==> src/rtl/weight_pkg.sv <==
// Shared constants and types for the weight loader: FP32 layout, FSM states, default weight.
package weight_pkg;

    localparam int unsigned FP32_W      = 32;
    localparam int unsigned FP32_EXP_W  = 8;
    localparam int unsigned FP32_MANT_W = 23;

    localparam logic [FP32_W-1:0] W_DEFAULT_VAL = 32'h3F20_0000;

    typedef struct packed {
        logic                   sign;
        logic [FP32_EXP_W-1:0]  exp;
        logic [FP32_MANT_W-1:0] mant;
    } fp32_t;

    typedef enum logic [1:0] {
        IDLE = 2'd0,
        INIT = 2'd1,
        LOAD = 2'd2,
        DONE = 2'd3
    } state_t;

endpackage

==> src/rtl/fp32_nonfinite_detect.sv <==
// Combinational FP32 non-finite test: exponent field all ones (Inf or NaN).
module fp32_nonfinite_detect
    import weight_pkg::*;
(
    input  logic [FP32_EXP_W-1:0] exp,
    output logic                  nonfinite_c
);

    assign nonfinite_c = &exp;

endmodule

==> src/rtl/weight_loader.sv <==
// Sequences upstream FP32 words onto a shared bus with one-hot load strobes.
// Optional non-finite substitution enabled by WEIGHT_LOADER_NAN_CHECK_EN.
module weight_loader
    import weight_pkg::*;
#(
    parameter int unsigned        NUM_W     = 4,
    parameter logic [FP32_W-1:0]  W_DEFAULT = W_DEFAULT_VAL
) (
    input  logic                       clk,
    input  logic                       rst_n,
    input  logic                       start,
    input  logic                       init_default,
    input  logic                       in_valid,
    input  logic [FP32_W-1:0]          in_data,
    output logic                       in_ready,
    output logic [FP32_W-1:0]          w_bus,
    output logic [NUM_W-1:0]           load,
    output logic                       set_out,
    output logic                       busy,
    output logic                       done,
    output logic [$clog2(NUM_W)-1:0]   idx,
    output logic                       err
);

    localparam int unsigned IDX_W = $clog2(NUM_W);
    localparam logic [IDX_W-1:0] IDX_LAST = IDX_W'(NUM_W - 1);

    state_t             state, state_d;
    logic [IDX_W-1:0]   idx_d;
    logic [NUM_W-1:0]   load_d;
    logic [FP32_W-1:0]  w_bus_d;
    logic               err_d;
    logic               set_d, done_d, busy_d, in_ready_d;
    logic               xfer_c;
    logic               nonfinite_c;
    logic [FP32_W-1:0]  word_sel_c;

`ifdef WEIGHT_LOADER_NAN_CHECK_EN
    fp32_t in_word;
    assign in_word = fp32_t'(in_data);

    fp32_nonfinite_detect u_nonfinite (
        .exp         (in_word.exp),
        .nonfinite_c (nonfinite_c)
    );
`else
    assign nonfinite_c = 1'b0;
`endif

    assign word_sel_c = nonfinite_c ? W_DEFAULT : in_data;
    assign xfer_c     = (state == LOAD) && in_valid && in_ready;

    // Next-state and next-output logic; status outputs follow the next state.
    always_comb begin
        state_d = state;
        idx_d   = idx;
        load_d  = '0;
        w_bus_d = w_bus;
        err_d   = err;

        unique case (state)
            IDLE: begin
                if (init_default) begin
                    state_d = INIT;
                end else if (start) begin
                    state_d = LOAD;
                    idx_d   = '0;
                    err_d   = 1'b0;
                end
            end
            INIT: state_d = IDLE;
            LOAD: begin
                if (xfer_c) begin
                    w_bus_d = word_sel_c;
                    load_d  = NUM_W'(1) << idx;
                    if (nonfinite_c) err_d = 1'b1;
                    if (idx == IDX_LAST) begin
                        state_d = DONE;
                        idx_d   = '0;
                    end else begin
                        idx_d = idx + IDX_W'(1);
                    end
                end
            end
            DONE: state_d = IDLE;
            default: state_d = IDLE;
        endcase

        set_d      = (state_d == INIT);
        done_d     = (state_d == DONE);
        busy_d     = (state_d != IDLE);
        in_ready_d = (state_d == LOAD);
    end

    always_ff @(posedge clk) begin
        if (!rst_n) begin
            state    <= IDLE;
            idx      <= '0;
            load     <= '0;
            w_bus    <= '0;
            set_out  <= 1'b0;
            done     <= 1'b0;
            busy     <= 1'b0;
            in_ready <= 1'b0;
            err      <= 1'b0;
        end else begin
            state    <= state_d;
            idx      <= idx_d;
            load     <= load_d;
            w_bus    <= w_bus_d;
            set_out  <= set_d;
            done     <= done_d;
            busy     <= busy_d;
            in_ready <= in_ready_d;
            err      <= err_d;
        end
    end

endmodule
==> config.mk <==
export PLATFORM = sky130hd
export DESIGN_NAME = weight_loader
export DESIGN_NICKNAME = d
export VERILOG_FILES = /design/src/rtl/weight_pkg.sv /design/src/rtl/fp32_nonfinite_detect.sv /design/src/rtl/weight_loader.sv
export SDC_FILE = /design/constraint.sdc
export NUM_CORES = 1
export LEC_CHECK = 0
export BUFFER_PORTS_ARGS = -buffer_cell sky130_fd_sc_hd__buf_2
export CAP_MARGIN = 20
export CELL_PAD_IN_SITES_DETAIL_PLACEMENT = 1
export CELL_PAD_IN_SITES_GLOBAL_PLACEMENT = 2
export CORE_ASPECT_RATIO = 1.2
export CORE_UTILIZATION = 22
export CTS_CLUSTER_DIAMETER = 120
export DETAILED_ROUTE_END_ITERATION = 7
export HOLD_SLACK_MARGIN = 0.12
export MAX_ROUTING_LAYER = met4
export PLACE_DENSITY = 0.84
export RECOVER_POWER = 25
export SKIP_CTS_REPAIR_TIMING = 1
export SYNTH_ARGS = -nofsm -noshare
export SYNTH_HDL_FRONTEND = slang
export SYNTH_HIERARCHICAL = 1
export SYNTH_SLANG_ARGS = --single-unit
==> constraint.sdc <==
create_clock -name clk -period 1.01 [get_ports clk]
set_input_delay 0.101 -clock clk [delete_from_list [all_inputs] [get_ports clk]]
set_output_delay 0.101 -clock clk [all_outputs]
set_load 0.05 [all_outputs]
==> flow_summary.json, run 1 <==
{
  "ctsRootBufferMaster": "clkbuf_8",
  "synth_flop_cell": "dfxtp_1",
  "yosys.cell_count.top_type": "nand2_1",
  "register_area_um2": 895,
  "yosysSeqAreaShare_pct": 54.4,
  "grt_antenna_before_repair": 0,
  "yosys-top-cells-area": "dfxtp_1 54%, nand2_1 16%, a21boi_1 13%, buf_6 2.1%, a21boi_0 1.9%",
  "syn_area_um2": 1620,
  "grt_busiest_layer": "met2",
  "die_area_um2": 7710,
  "worst_setup_path_end_kind": "register",
  "outcome": "finished, violations left",
  "hold_violations": 0,
  "synth.distinct_cells": 24,
  "power_leakage_nw": 1.20,
  "p_per_area_nw_per_um2": 1220,
  "drtIter0Drc": 30,
  "violations": "setup timing",
  "port_buffers": 78,
  "rows": 33,
  "cts_sinks": 44,
  "io-pin-count": 80,
  "clock_latency_ps": 290,
  "synth_edf_count": 0,
  "use_met2_pct": 21.7,
  "die_w_um": 80.3,
  "design_area_um2": 2860,
  "setup_tns_ps": -3570,
  "dpl_cell_area_um2": 2180,
  "path_max_fanout": 5,
  "yosysTopAreaCellShare_pct": 54.4,
  "grt_overflow": 0,
  "track_usage_pct": 12.0,
  "wire_per_inst_um": 12.5,
  "yosysTopAreaCell": "dfxtp_1",
  "worstPathRequired_ps": 1200,
  "met1_usage_pct": 12.1,
  "hold_class": "in2reg",
  "post-route-min-period_ps": 1210,
  "start_kind": "register",
  "final.fill_count": 822,
  "r2r-start": "state[1]$_SDFF_PN0_",
  "syn2layout_area_growth_pct": 76.5,
  "first_pass_iters": 4,
  "yosys_warnings": 6,
  "drive_gt1_share_pct": 38.6,
  "grt_first_pass_wirelength_um": 6780,
  "finalClockSkew_ps": 3.55,
  "hp-start": "start",
  "final_nets": 348,
  "peakVddDrop_mv": 0.471,
  "routed_wl_um": 4990,
  "core_um2": 6980,
  "cts_tree": "built",
  "die_h_um": 96.0,
  "gp_congestion": 0.651,
  "fin_crit_sh_pct": 120,
  "syn_area_per_cell_um2": 8.85,
  "via_per_inst": 4.32,
  "critPathArrivalTime_ps": 1400,
  "grt_max_degree": 27,
  "crit_type": "reg2reg",
  "worst_slack_ps": -200,
  "synthArstFlopShare_pct": 0,
  "setup_viol_count_final": 42,
  "cts_made_buffers": 5,
  "synth_seq_cells": 44,
  "grt_pass1_vias": 1526,
  "clk_pin_slew_ps": 80,
  "worst_hold_slack_ps": 113,
  "cts_htree_levels": 2,
  "use_met3_pct": 3.32,
  "multiInputGateArea_um2": 711,
  "n_antenna_cell": 0,
  "maxCapViolCount": 0,
  "drt.antenna.violating_nets": 0,
  "synth_commonest_cells": "67 x nand2_1, 44 x dfxtp_1, 28 x a21boi_1",
  "start_util_pct": 23.2,
  "syn_nets": 221,
  "max_freq_mhz": 826,
  "drcViolationCount": 0,
  "synthCells": 183,
  "rsz0062_at_grt": "true",
  "worstSetupStartpoint": "state[1]$_SDFF_PN0_",
  "vias": 1721,
  "drv_slew": 0,
  "cts_buffer_depth": 2,
  "hpwl_um": 3180
}
==> power breakdown <==
part	switching [W]	internal (W)	total (W)
Clock	0.000599	0.000721	0.00132
Combinational	0.000180	0.000227	0.000406
Sequential	0.0000119	0.00175	0.00176
Total	0.000790	0.00270	0.00349
==> path summary, 6_finish.rpt <==
kind	to	slack (ps)	depth (start not counted)
setup / recovery	idx[0]$_SDFFE_PN0P_	-200	3
hold / removal	state[1]$_SDFF_PN0_	110	3
setup reg to reg	idx[0]$_SDFFE_PN0P_	-200	3
hold reg to reg	w_bus[23]$_SDFFE_PN0P_	460	2
==> kinds of logic (layout without fill, tap and decap cells) <==
kind of cell / Yosys count / after routing / synth area share (%)
AOI/OAI and AO/OA: 37 / 37 / 16.6
adders and majority gates: 1 / 1 / 0.773
buffers and inverters: 14 / 142 / 5.33
DFF: 44 / 44 / 54.4
other: 1 / 1 / 0.232
and+or+nand+nor: 86 / 86 / 22.6
==> stage by stage <==
| step | total power [W] | instances | utilization (%) | worst slack (ps) |
|---|---|---|---|---|
| 6_report | 0.00349 | 398 | 41.0 | -200 |
| 5_1_grt | 0.00364 | 398 | 41.0 | -229 |
| 4_1_cts | 0.00341 | 357 | 32.7 | -182 |
| 3_5_place_dp | 0.00207 | 349 | 31.2 | -170 |
| 3_3_place_gp | 0.00207 | 349 | 31.2 | -107 |
| 2_1_floorplan | 0.00194 | 183 | - | -93.6 |
==> layout make-up <==
cell class	count	share of cell area (%)
repair buffers	132	36.0
clock inverters	3	1.31
flip-flops and latches	44	31.3
well taps	87	3.81
inverters	2	0.263
multi-input cells	125	24.9
clock buffers	5	2.41
==> per-layer routing <==
metal,vias up,routed length [µm]
li1,850,-
met2,48,2700
met5,-,0
met4,0,95
met3,8,208
met1,815,1990
==> cell usage in the layout, fill, tap and decap left out, drive strengths merged, types with 2 or more instances in the layout <==
cell         instances
a21boi              32
inv                  2
a21oi                2
buf                 75
clkinv               2
dlygate4sd3         34
o21ai                2
dfxtp               44
nand2b               2
nand3                2
clkbuf              28
nor2                 4
nand2               67
nor3b                3
nor3                 3
==> worst max-delay path: stages (launching register included) <==
cell	delay, ps
dfxtp_2	340
o41ai_1	500
buf_4	200
o21ai_1	60
==> sequential cells by signal, summed over array words and instances, names as in the netlist <==
signal / count
set_out: 1
done: 1
w_bus: 32
idx: 2
busy: 1
state: 2
in_ready: 1
load: 4
Power figures use the tool's default switching activity.
==> run 2: changes to the inputs <==
Settings changed: ABC_AREA from default to 1, CORE_UTILIZATION 22 to 21, PLACE_DENSITY 0.84 to 0.83.
==> run 2 against run 1 <==
  * The run still ends with setup timing left
  * Non-clock buffer count decreased by 11
  * Combinational power up 22%
  * Highest routed layer unchanged
  * Sequential share of layout area rose by 0.36 points
  * Clock skew shrank 1.7 ps
  * Area after synthesis fell by 0.85%
  * Clock power decreased by 14%
  * Global-route usage is 0.22 points higher
  * Critical endpoint is now w_bus[30]$_SDFFE_PN0P_
  * Die area is 3.8% higher
==> flow_summary.json, run 2 <==
{
  "yosys-top-cells-area": "dfxtp_1 55%, nor2_1 18%, o21ai_0 7.5%, buf_6 4.2%, nand2_1 2.8%",
  "synth.distinct_cells": 19,
  "io-pin-count": 80,
  "vias": 1691,
  "synth_flop_cell": "dfxtp_1",
  "p_per_area_nw_per_um2": 1200,
  "grt_antenna_before_repair": 0,
  "grt_max_degree": 31,
  "outcome": "finished, violations left",
  "hold_class": "in2reg",
  "crit_buf_inv": 2,
  "crit_type": "reg2reg",
  "syn_area_per_cell_um2": 8.15,
  "reg2reg_slack_ps": -60,
  "port_buffers": 78,
  "setup_viol_count_final": 34,
  "syn_nets": 235,
  "hold_violations": 0,
  "cts_sinks": 44,
  "register_area_um2": 900,
  "final_common_cell": "nor2_1",
  "drive_gt1_share_pct": 43.5,
  "worst_setup_path_end_kind": "register",
  "drv_slew": 0,
  "cts_made_buffers": 5,
  "first_pass_iters": 4,
  "syn2layout_area_growth_pct": 77.0,
  "utilization_pct": 38.8,
  "regMostFlops": "w_bus",
  "power_leakage_nw": 1.37,
  "hp-start": "rst_n",
  "dp_cells": 362,
  "finalClockSkew_ps": 1.88,
  "start_kind": "register",
  "synth_edf_count": 0,
  "die_h_um": 97.8,
  "n_antenna_cell": 0,
  "synth_commonest_cells": "77 x nor2_1, 44 x dfxtp_1, 24 x o21ai_0, 12 x nand2_1",
  "critPathSlowestCell": "dfxtp_4",
  "die_area_um2": 8000,
  "r2r-end": "w_bus[30]$_SDFFE_PN0P_",
  "final_cell_mix": "48 x nor2_1, 42 x buf_2, 39 x dfxtp_1",
  "yosysTopAreaCellShare_pct": 54.9,
  "routed_wl_um": 5270,
  "yosysSeqAreaShare_pct": 54.9,
  "gp_congestion": 0.675,
  "fin_crit_sh_pct": 106,
  "hold_path_end": "w_bus[23]$_SDFFE_PN0P_",
  "violations": "setup timing",
  "cts_tree": "built",
  "critPathTopFamily": "flip-flops",
  "drcViolationCount": 0,
  "cts_htree_levels": 2,
  "via_per_inst": 4.18,
  "rsz0062_at_grt": "true",
  "drtIter0Drc": 21,
  "worstPathRequired_ps": 1200,
  "peakVddDrop_mv": 0.530,
  "wire_per_inst_um": 13.0,
  "final_nets": 352,
  "slowest_delay_ps": 380,
  "clock_latency_ps": 290,
  "yosysTopAreaCell": "dfxtp_1",
  "synth_seq_cells": 44,
  "clk_pin_slew_ps": 80,
  "yosys_warnings": 6,
  "hold_path_depth": 3,
  "grt_pass1_vias": 1649,
  "r2r-start": "state[1]$_SDFF_PN0_",
  "final.fill_count": 877,
  "post-route-min-period_ps": 1070,
  "design_area_um2": 2840,
  "syn_area_um2": 1610,
  "critPathArrivalTime_ps": 1260,
  "start_util_pct": 21.9,
  "rows": 34,
  "die_w_um": 81.8,
  "r2r_cells": 6,
  "path_max_fanout": 15,
  "synthArstFlopShare_pct": 0,
  "track_usage_pct": 12.3,
  "ctsRootBufferMaster": "clkbuf_8",
  "maxCapViolCount": 0,
  "core_um2": 7320,
  "multiInputGateArea_um2": 722,
  "grt_first_pass_wirelength_um": 7400,
  "power_w": 0.00342,
  "stdcell_count": 405,
  "reg.largest.list": "w_bus x32, load x4",
  "hpwl_um": 3300,
  "drt.antenna.violating_nets": 0,
  "dpl_cell_area_um2": 2150,
  "synthCells": 197,
  "cts_buffer_depth": 2,
  "worst_slack_ps": -62.4,
  "max_freq_mhz": 933,
  "crit_chain": "inv_2 -> nor2_4 -> nand2_4 -> buf_12 -> nor2_2 -> nor2_1",
  "grt_overflow": 0,
  "yosys.cell_count.top_type": "nor2_1",
  "largest_reg_flops": 32
}
## run 2: cell types whose count changed in the layout (fill, tap and decap cells not counted), moves of 5 or more
cell and delta:
buf_4 -11, a21boi_1 -30, buf_6 -5, nor2_1 +44, o21ai_1 +25, o21ai_0 +5
nand2_1 -56, nor2_4 +10, nor2_2 +20
## run 2: kinds of logic after synthesis
logic type	Yosys count	synth area share (%)
AO/OA/AOI/OAI	33	10.3
adder cells (fa/ha/maj)	1	0.779
buffers and inverters	20	7.95
flip-flops	44	54.9
other	1	0.234
AND/OR/NAND/NOR	98	25.9
## run 2: how the worst max path moves through the flow
stage                                   endpoint  cells past startpoint  slack (ps)                start
final                     w_bus[30]$_SDFFE_PN0P_                      6         -60  state[1]$_SDFF_PN0_
after global routing       w_bus[7]$_SDFFE_PN0P_                      6        -140  state[1]$_SDFF_PN0_
after floorplan           w_bus[10]$_SDFFE_PN0P_                      6         -20  in_ready$_SDFF_PN0_
after detailed placement  w_bus[12]$_SDFFE_PN0P_                      6        -120  state[1]$_SDFF_PN0_
after CTS                 w_bus[12]$_SDFFE_PN0P_                      6        -150  state[1]$_SDFF_PN0_
after global placement    w_bus[29]$_SDFFE_PN0P_                      6         -60  state[1]$_SDFF_PN0_
## run 2: layout make-up
| type | count | area share [%] |
|---|---|---|
| multi-input cells | 133 | 25.4 |
| clock buffers | 8 | 3.17 |
| well taps | 90 | 3.96 |
| inverters | 9 | 1.28 |
| repair buffers | 121 | 34.5 |
| flip-flops and latches | 44 | 31.7 |
## run 2: per-layer routing
layer  GRT usage, %  up-vias  part of all wire (%)
met2           21.4       45                    54
li1               -      850                     -
met4           3.78        0                   1.1
met1           13.6      790                    41
met5              -        -                     0
met3           2.71        6                   3.6
## run 2: worst reg2reg max path, cell delays in order, from the launching register on
cell     delay [ps]
dfxtp_4         380
inv_2            40
nor2_4          110
nand2_4         110
buf_12          170
nor2_2          100
nor2_1           50
## run 2: per-stage QoR
step | setup WS, ps | hold slack [ps] | setup TNS [ps]
floorplan | -16.0 | 236 | -464
global placement | -63.5 | 326 | -1510
detailed placement | -122 | 334 | -2990
CTS | -147 | 20.7 | -4180
global route | -145 | 153 | -3480
finish | -62.4 | 160 | -1190
## run 2: power by group
part           total (W)  internal, W  switching (W)
sequential       0.00179      0.00176      0.0000247
combinational   0.000494     0.000230       0.000264
clock            0.00114     0.000559       0.000579
total            0.00342      0.00255       0.000868
==> run 3: changes to the inputs <==
Settings changed: CORE_UTILIZATION 21 to 24, PLACE_DENSITY 0.83 to 0.88.
Clock period 1.01 ns to 1.1 ns, I/O delays scaled along.
==> run 3 against run 2 <==
  * The flow now finishes without violations
  * Non-clock buffer count up 3
  * Critical endpoint is now w_bus[10]$_SDFFE_PN0P_
  * Flip-flop and latch count unchanged
  * Critical path depth unchanged
  * Utilization up 3.0 points
  * Maximum frequency down 1.0%
==> flow_summary.json, run 3 (synthesis gave the netlist of run 2 again) <==
{
  "grt_overflow": 0,
  "met2_length_um": 2790,
  "fin_crit_sh_pct": 98.5,
  "reg.largest.list": "w_bus x32, load x4",
  "finalClockSkew_ps": 5.33,
  "power_leakage_nw": 1.40,
  "clock_latency_ps": 290,
  "clockPowerShare_pct": 33.8,
  "first_pass_iters": 4,
  "drcViolationCount": 0,
  "largest_reg_flops": 32,
  "start_util_pct": 24.9,
  "n_antenna_cell": 0,
  "routed_wl_um": 5170,
  "clk_pin_slew_ps": 80,
  "ctsRootBufferMaster": "clkbuf_8",
  "hold_class": "in2reg",
  "critPathArrivalTime_ps": 1310,
  "grt_max_degree": 25,
  "crit_type": "reg2reg",
  "start_kind": "register",
  "final_common_cell": "buf_2",
  "cts_made_buffers": 5,
  "wire_per_inst_um": 12.8,
  "combinationalPowerShare_pct": 13.5,
  "core_um2": 6450,
  "hpwl_um": 3130,
  "regMostFlops": "w_bus",
  "max_freq_mhz": 923,
  "final_nets": 356,
  "drt.antenna.violating_nets": 0,
  "hp-start": "rst_n",
  "p_per_area_nw_per_um2": 1160,
  "via_per_inst": 4.17,
  "place_ws_ps": -19.8,
  "maxCapViolCount": 0,
  "p_switching_w": 0.000794,
  "peakVddDrop_mv": 0.859,
  "setup_viol_count_final": 0,
  "io-pin-count": 80,
  "track_usage_pct": 12.3,
  "path_max_fanout": 10,
  "p_sw_share_pct": 25.5,
  "die_area_um2": 7020,
  "cts_buffer_depth": 2,
  "grt_pass1_vias": 1461,
  "syn2layout_area_growth_pct": 68.0,
  "outcome": "completed",
  "cts_tree": "built",
  "r2r-start": "state[0]$_SDFF_PN0_",
  "die_h_um": 91.6,
  "pwr-share-seq_pct": 52.7,
  "port_buffers": 78,
  "grt_antenna_before_repair": 0,
  "cts_sinks": 44,
  "drive_gt1_share_pct": 40.1,
  "rows": 32,
  "vias": 1685,
  "worst_setup_path_end_kind": "register",
  "final_cell_mix": "77 x buf_2, 63 x nor2_1, 39 x dfxtp_1",
  "drv_slew": 0,
  "cts_htree_levels": 2,
  "top_layer_used": "met4",
  "grt_first_pass_wirelength_um": 6650,
  "wl_met1_um": 2160,
  "wl_met3_um": 172,
  "utilization_pct": 41.8,
  "rsz0062_at_grt": "true",
  "worstPathRequired_ps": 1330,
  "worstSetupStartpoint": "state[0]$_SDFF_PN0_",
  "drtIter0Drc": 87,
  "worst_slack_ps": 16.7,
  "die_w_um": 76.7,
  "hold_violations": 0,
  "post-route-min-period_ps": 1080,
  "p_int_w": 0.00232,
  "gp_congestion": 0.738
}
-- run 3: cell types whose count changed in the layout (fill, tap and decap cells not counted), sizes merged --
| cell | before | now |
|---|---|---|
| clkbuf | 36 | 10 |
| nor2 | 79 | 80 |
| inv | 9 | 10 |
| buf | 60 | 88 |
-- run 3: metrics by stage --
step	instance area (µm²)	std cells	total power [W]	setup TNS (ps)	hold WS [ps]
floorplan	1610	197	0.00186	0	245
global placement	2130	357	0.00198	0	336
detailed placement	2130	357	0.00198	-51.1	339
CTS	2220	365	0.00305	-200	26.9
global route	2700	404	0.00326	-1100	129
finish	2700	404	0.00312	0	106
-- run 3: final cells by class --
| cell class | instances | area (µm²) |
|---|---|---|
| fillers | 805 | 3750 |
| repair buffers | 124 | 913 |
| flip-flops and latches | 44 | 895 |
| multi-input cells | 134 | 657 |
| well taps | 85 | 106 |
| clock buffers | 7 | 86.3 |
| inverters | 9 | 33.8 |
| clock inverters | 1 | 6.26 |
-- run 3: final timing paths --
path | end | slack (ps) | cells past startpoint
worst max-delay path | w_bus[10]$_SDFFE_PN0P_ | 20 | 6
worst min-delay path | w_bus[20]$_SDFFE_PN0P_ | 110 | 3
worst max register to register | w_bus[10]$_SDFFE_PN0P_ | 20 | 6
worst min register to register | load[2]$_SDFF_PN0_ | 470 | 1
-- run 3: worst max-delay path: stages (launching register included) --
cell and delay [ps]:
dfxtp_4 360, inv_2 60, nand2_4 70, nor2_8 190
buf_12 160, o21ai_1 60, nor2_1 120
-- run 3: power by group through the flow --
stage | sequential (W) | clock (W) | combinational [W]
2_1_floorplan | 0.00176 | 0 | 0.000102
3_3_place_gp | 0.00168 | 0 | 0.000304
3_5_place_dp | 0.00168 | 0 | 0.000301
4_1_cts | 0.00164 | 0.00110 | 0.000302
5_1_grt | 0.00165 | 0.00116 | 0.000452
6_report | 0.00164 | 0.00105 | 0.000419
-- run 3: metal layers --
layer / vias up / global-route usage, %
li1: 855 / -
met1: 777 / 13.7
met2: 48 / 20.7
met3: 5 / 3.72
met4: 0 / 3.85
met5: - / -
